[src/rtl/fir_seq_pkg.sv]
// Shared definitions for the FIR multiply-accumulate sequencer: FSM states,
// vector ALU opcodes and default vector geometry.
package fir_seq_pkg;

  localparam int DEFAULT_LANES  = 16;
  localparam int DEFAULT_LANE_W = 16;

  localparam logic [2:0] ALU_OP_ADD = 3'b000;
  localparam logic [2:0] ALU_OP_MUL = 3'b010;

  typedef enum logic [2:0] {
    S_IDLE,
    S_FETCH_X,
    S_FETCH_H,
    S_MUL,
    S_ACC,
    S_DONE
  } state_t;

  // Tap counts above the vector depth saturate at 16
  function automatic logic [4:0] clamp_taps(input logic [4:0] n);
    return (n > 5'd16) ? 5'd16 : n;
  endfunction

endpackage

[src/rtl/fir_mac_sequencer.sv]
// Sequences a FIR dot product over vector lanes: fetches sample and coefficient
// vectors from memory, multiplies and accumulates them through an external ALU.
module fir_mac_sequencer
  import fir_seq_pkg::*;
#(
  parameter int LANES  = DEFAULT_LANES,
  parameter int LANE_W = DEFAULT_LANE_W,
  parameter int AW     = 8
) (
  input  logic                    clk,
  input  logic                    rst_n,
  input  logic                    start,
  input  logic                    abort,
  input  logic [4:0]              num_taps,
  input  logic [AW-1:0]           x_base,
  input  logic [AW-1:0]           h_base,
  output logic                    rd_req,
  output logic [AW-1:0]           rd_addr,
  input  logic [LANES*LANE_W-1:0] rd_data,
  input  logic                    rd_valid,
  output logic [LANES*LANE_W-1:0] alu_a,
  output logic [LANES*LANE_W-1:0] alu_b,
  output logic [2:0]              alu_ctrl,
  output logic                    alu_vec_sel,
  input  logic [LANES*LANE_W-1:0] alu_result,
  output logic                    busy,
  output logic                    done,
  output logic [LANES*LANE_W-1:0] result
);

  localparam int VW = LANES * LANE_W;

  state_t          state, state_nxt;
  logic [4:0]      ntaps;
  logic [4:0]      k;
  logic [AW-1:0]   xb, hb;
  logic [VW-1:0]   xreg, hreg, preg, acc;

  assign busy = (state != S_IDLE);
  assign done = (state == S_DONE);

  // Datapath captures are suppressed on abort so a cancelled run leaves no trace
  always_ff @(posedge clk or negedge rst_n) begin
    if (!rst_n) begin
      state  <= S_IDLE;
      ntaps  <= '0;
      k      <= '0;
      xb     <= '0;
      hb     <= '0;
      xreg   <= '0;
      hreg   <= '0;
      preg   <= '0;
      acc    <= '0;
      result <= '0;
    end else begin
      state <= state_nxt;
      if (!abort) begin
        case (state)
          S_IDLE: begin
            if (start) begin
              ntaps <= clamp_taps(num_taps);
              xb    <= x_base;
              hb    <= h_base;
              acc   <= '0;
              k     <= '0;
            end
          end
          S_FETCH_X: if (rd_valid) xreg <= rd_data;
          S_FETCH_H: if (rd_valid) hreg <= rd_data;
          S_MUL:     preg <= alu_result;
          S_ACC: begin
            acc <= alu_result;
            k   <= k + 5'd1;
          end
          S_DONE:    result <= acc;
          default:   ;
        endcase
      end
    end
  end

  always_comb begin
    state_nxt   = state;
    rd_req      = 1'b0;
    rd_addr     = '0;
    alu_a       = '0;
    alu_b       = '0;
    alu_ctrl    = ALU_OP_ADD;
    alu_vec_sel = 1'b0;
    case (state)
      S_IDLE: begin
        if (start)
          state_nxt = (clamp_taps(num_taps) == 5'd0) ? S_DONE : S_FETCH_X;
      end
      S_FETCH_X: begin
        rd_req  = 1'b1;
        rd_addr = xb + AW'(k);
        if (rd_valid) state_nxt = S_FETCH_H;
      end
      S_FETCH_H: begin
        rd_req  = 1'b1;
        rd_addr = hb + AW'(k);
        if (rd_valid) state_nxt = S_MUL;
      end
      S_MUL: begin
        alu_ctrl    = ALU_OP_MUL;
        alu_vec_sel = 1'b1;
        alu_a       = xreg;
        alu_b       = hreg;
        state_nxt   = S_ACC;
      end
      S_ACC: begin
        alu_ctrl    = ALU_OP_ADD;
        alu_vec_sel = 1'b1;
        alu_a       = acc;
        alu_b       = preg;
        state_nxt   = ((k + 5'd1) == ntaps) ? S_DONE : S_FETCH_X;
      end
      S_DONE:  state_nxt = S_IDLE;
      default: state_nxt = S_IDLE;
    endcase
    // Abort outranks every other transition, including start in IDLE
    if (abort) state_nxt = S_IDLE;
  end

endmodule
[config.mk]
export PLATFORM = sky130hd
export DESIGN_NAME = fir_mac_sequencer
export DESIGN_NICKNAME = d
export VERILOG_FILES = /design/src/rtl/fir_seq_pkg.sv /design/src/rtl/fir_mac_sequencer.sv
export SDC_FILE = /design/constraint.sdc
export NUM_CORES = 2
export LEC_CHECK = 0
export CORE_AREA = 5 5 513 515
export DETAILED_ROUTE_END_ITERATION = 6
export DIE_AREA = 0 0 518 520
export GPL_ROUTABILITY_DRIVEN = 0
export HOLD_SLACK_MARGIN = 0.02
export SYNTH_ARGS = -nofsm -noshare
export SYNTH_HDL_FRONTEND = slang
export SYNTH_SLANG_ARGS = --single-unit
[constraint.sdc]
create_clock -name clk -period 3.55 [get_ports clk]
set_input_delay 0.8875 -clock clk [delete_from_list [all_inputs] [get_ports clk]]
set_output_delay 0.8875 -clock clk [all_outputs]
set_load 0.1 [all_outputs]
==> impl_metrics.csv <==
group,metric,value,unit
finish,final_common_cell,"dfrtp_1",
clock_network,clkTransAtPathRegs,0.06,ns
route,drt-total-wl,265000,um
setup_path,startpoint_type,"flip-flop",
setup_path,cp.arrival,3.28,ns
sta,setup_violations,520,
power,vdd_drop_max,0.416,mV
power,leakagePower,0.0415,uW
synthesis,synth-seq-cells,1309,
global_route,grt_use_total,18.3,%
floorplan,core-area,258000,um^2
sta,final-hold-violation-count,0,
placed_design,portBuffers,1318,
floorplan,die_h,520,um
clock_network,clk_path_buf_depth,3,
sta,min_period,4.17,ns
route,drt-pass1-iter-count,5,
synthesis,ys_seq_area_share,61.1,%
synthesis,syn_inst,3579,
power,pwr-share-clk,37.3,%
sta,setup_slack,-0.621,ns
worst_hold_path,hp-class,"in2async",
synthesis,syn_area,53600,um^2
clock_network,cts.sinks,1309,
sta,fin_skew,0.0490,ns
sta,finalMaxSlewViolations,0,
floorplan,die_area,269000,um^2
route,drt_iter0_drc,2947,
global_route,grt_overflow_total,0,
route,vias,41331,
power,p_sw,12400,uW
run,cap_violations,0,
setup_path,end_kind,"output port",
global_route,antenna_found_initial,47,
global_route,grt_pass1_vias,42892,
floorplan,die_w,518,um
floorplan,initial_core_util,20.8,%
sta,fmax,240,MHz
power,power.internal,31000,uW
clock_network,cts_root_buf,"clkbuf_16",
global_route,grt_max_degree,93,
finish,seqCellArea,32800,um^2
run_status,status,"complete, but fails checks",
sta,period_share,118,%
synthesis,yosysWarnings,0,
synthesis,synth_cell_type_count,52,
synthesis,syn_avg_cell_area,15.0,um^2
synthesis,synth_edf_count,0,
sta,worstMarginPinSlew,0.897,ns
power,power_density,476,nW/um^2
route,ant_nets,0,
clock_network,cts_tree,"yes",
clock_network,clk_latency,0.80,ns
floorplan,io_pins,1321,
route,via_per_inst,4.72,
route,drt-wirelength-per-cell,30.3,um
setup_path,cp_max_fo,5,
global_route,grt_pass1_wl,355000,um
finish,finalNetCount,5764,
setup_path,crit_required,2.66,ns
sta,slew_headroom,40.2,%
finish,fill_cells,24333,
setup_path,critPathKind,"reg2out",
finish,syn2layout_area_growth,70.1,%
synthesis,synth_async_sr_flop_share,100,%
finish,stdcell_count,8765,
clock_network,cts_buffers,150,
clock_network,cts_hold_buffers,0,
power,seqPwrFrac,46.9,%
clock_network,htreeDepth,4,
placed_design,dpl.hpwl,189000,um
finish,drive_above_1_share,55.8,%
placed_design,dp.cells,8249,
setup_path,r2r_slack,0.77,ns
sta,rsz0062_at_grt,"yes",
power,swShare,28.5,%
floorplan,rows,187,
synthesis,ys.flop_type,"dfrtp_1",
sta,tns,-225.32,ns
run_status,violations,"negative setup slack",
finish,multi_input_area,23700,um^2
power,power_frac_comb,15.8,%
route,drc_errors,0,
finish,final_cell_mix,"dfrtp_1, mux2_2, buf_12, clkdlybuf4s50_1, a22o_4",
==> worst max-delay path, stage by stage, from the launching register on <==
cell	delay, ns
dfrtp_1	0.41
nor3b_2	0.23
buf_4	0.19
mux2_4	0.32
ha_4	0.17
inv_2	0.05
fa_2	0.19
nor2b_2	0.05
o31a_1	0.30
o21bai_1	0.17
xnor2_1	0.12
nor2_4	0.12
buf_12	0.18
==> worst paths after layout <==
| path | from | end | cells past startpoint |
|---|---|---|---|
| setup reg to reg | state[0] | acc[122] | 10 |
| max in group asynchronous | rst_n | acc[183] | 3 |
| min in group clk | hb[2] | hb[2] | 2 |
| hold / removal | rst_n | acc[3] | 1 |
| hold reg to reg | hb[2] | hb[2] | 2 |
| setup / recovery | state[0] | rd_addr[6] | 12 |
==> layout make-up <==
cell class                 instances  share of cell area (%)
inverter                           6                  0.0535
timing repair buffer            1779                    27.7
clock buffer                     216                    4.70
timing repair inverter             1                  0.0329
clock inverter                    60                   0.996
tap                             3402                    4.67
multi-input combinational       1972                    25.9
sequential                      1309                    35.9
antenna                           20                  0.0549
==> cell usage after synthesis (2+ instances only) <==
cell      number  share of area, %
a211oi_1       2             0.028
a21boi_0       2             0.028
a21o_1         2             0.028
a21oi_1        4             0.037
a22o_1       769                13
and2_1         3             0.035
buf_1         11             0.077
buf_2        175               1.6
buf_4          6             0.084
buf_6         24              0.50
clkbuf_1      77              0.54
dfrtp_1     1309                61
ha_1           6              0.14
inv_1          5             0.035
mux2_1        30              0.63
mux2_2       999                21
mux2i_1        4             0.075
nand2_1       67              0.47
nand2b_1       7             0.082
nand3_1        3             0.028
nor2_1        13             0.091
nor2_4         2             0.042
nor2b_1        5             0.058
nor3_1         4             0.037
nor3b_2        2             0.047
o21a_1         2             0.028
o21ai_0       13              0.12
o21ba_2        2             0.037
o31a_1         2             0.033
xnor2_1        5             0.082
xor2_1         3             0.049
==> state kept, by name (all words and copies together) (netlist names) <==
register	flops
hreg	256
xreg	256
ntaps	5
hb	8
preg	256
state	3
xb	8
k	5
acc	256
result	256
==> layer usage <==
layer / wire (um) / track usage, % / share of wire (%) / up-vias
met5: 230 / 0 / 0.087 / -
met4: 12000 / 6.90 / 4.5 / 38
met3: 23000 / 6.45 / 8.7 / 454
met2: 126000 / 29.9 / 47 / 1977
met1: 104000 / 22.2 / 39 / 21991
li1: - / - / - / 16871
==> cells by family after synthesis <==
logic type               after synthesis  share of synthesized area [%]
AND/OR/NAND/NOR                      115                           1.01
other                                  1                        0.00699
adder cells (fa/ha/maj)                7                          0.177
multiplexers                        1033                           21.7
buffers and inverters                299                           2.88
AO/OA/AOI/OAI                        807                           13.0
flip-flops                          1309                           61.1
XOR/XNOR                               8                          0.131
==> power groups by stage <==
stage | registers [uW] | clock network, uW | logic (uW)
after CTS | 19900 | 16500 | 6730
final | 20300 | 16200 | 6860
after detailed placement | 19900 | 0 | 6430
after global routing | 20600 | 17100 | 7290
after floorplan | 19300 | 0 | 3940
after global placement | 19700 | 0 | 6220
==> per-stage QoR <==
step           cell area, um^2  hold slack, ns  worst slack (ns)  power (uW)  utilization, %
5_1_grt                  91200          0.0628            -0.817       45000            35.3
4_1_cts                  87500          0.0534            -0.671       43100            33.9
2_1_floorplan            53700           0.440            -0.147       23200               -
6_report                 91200           0.106            -0.621       43400            35.3
3_3_place_gp             76900           0.462            0.0607       25900            29.8
3_5_place_dp             76900           0.461             0.134       26300            29.8
==> repair_timing <==
item                                    in CTS  in global routing
hold endpoints to repair                     0                  0
setup buffers                               94                 65
endpoints found under the setup margin     520                521
pin swaps                                   60                402
resized for setup                          488                424
gates cloned                                60                 50
Note: power is estimated with default switching activity, not from simulation.
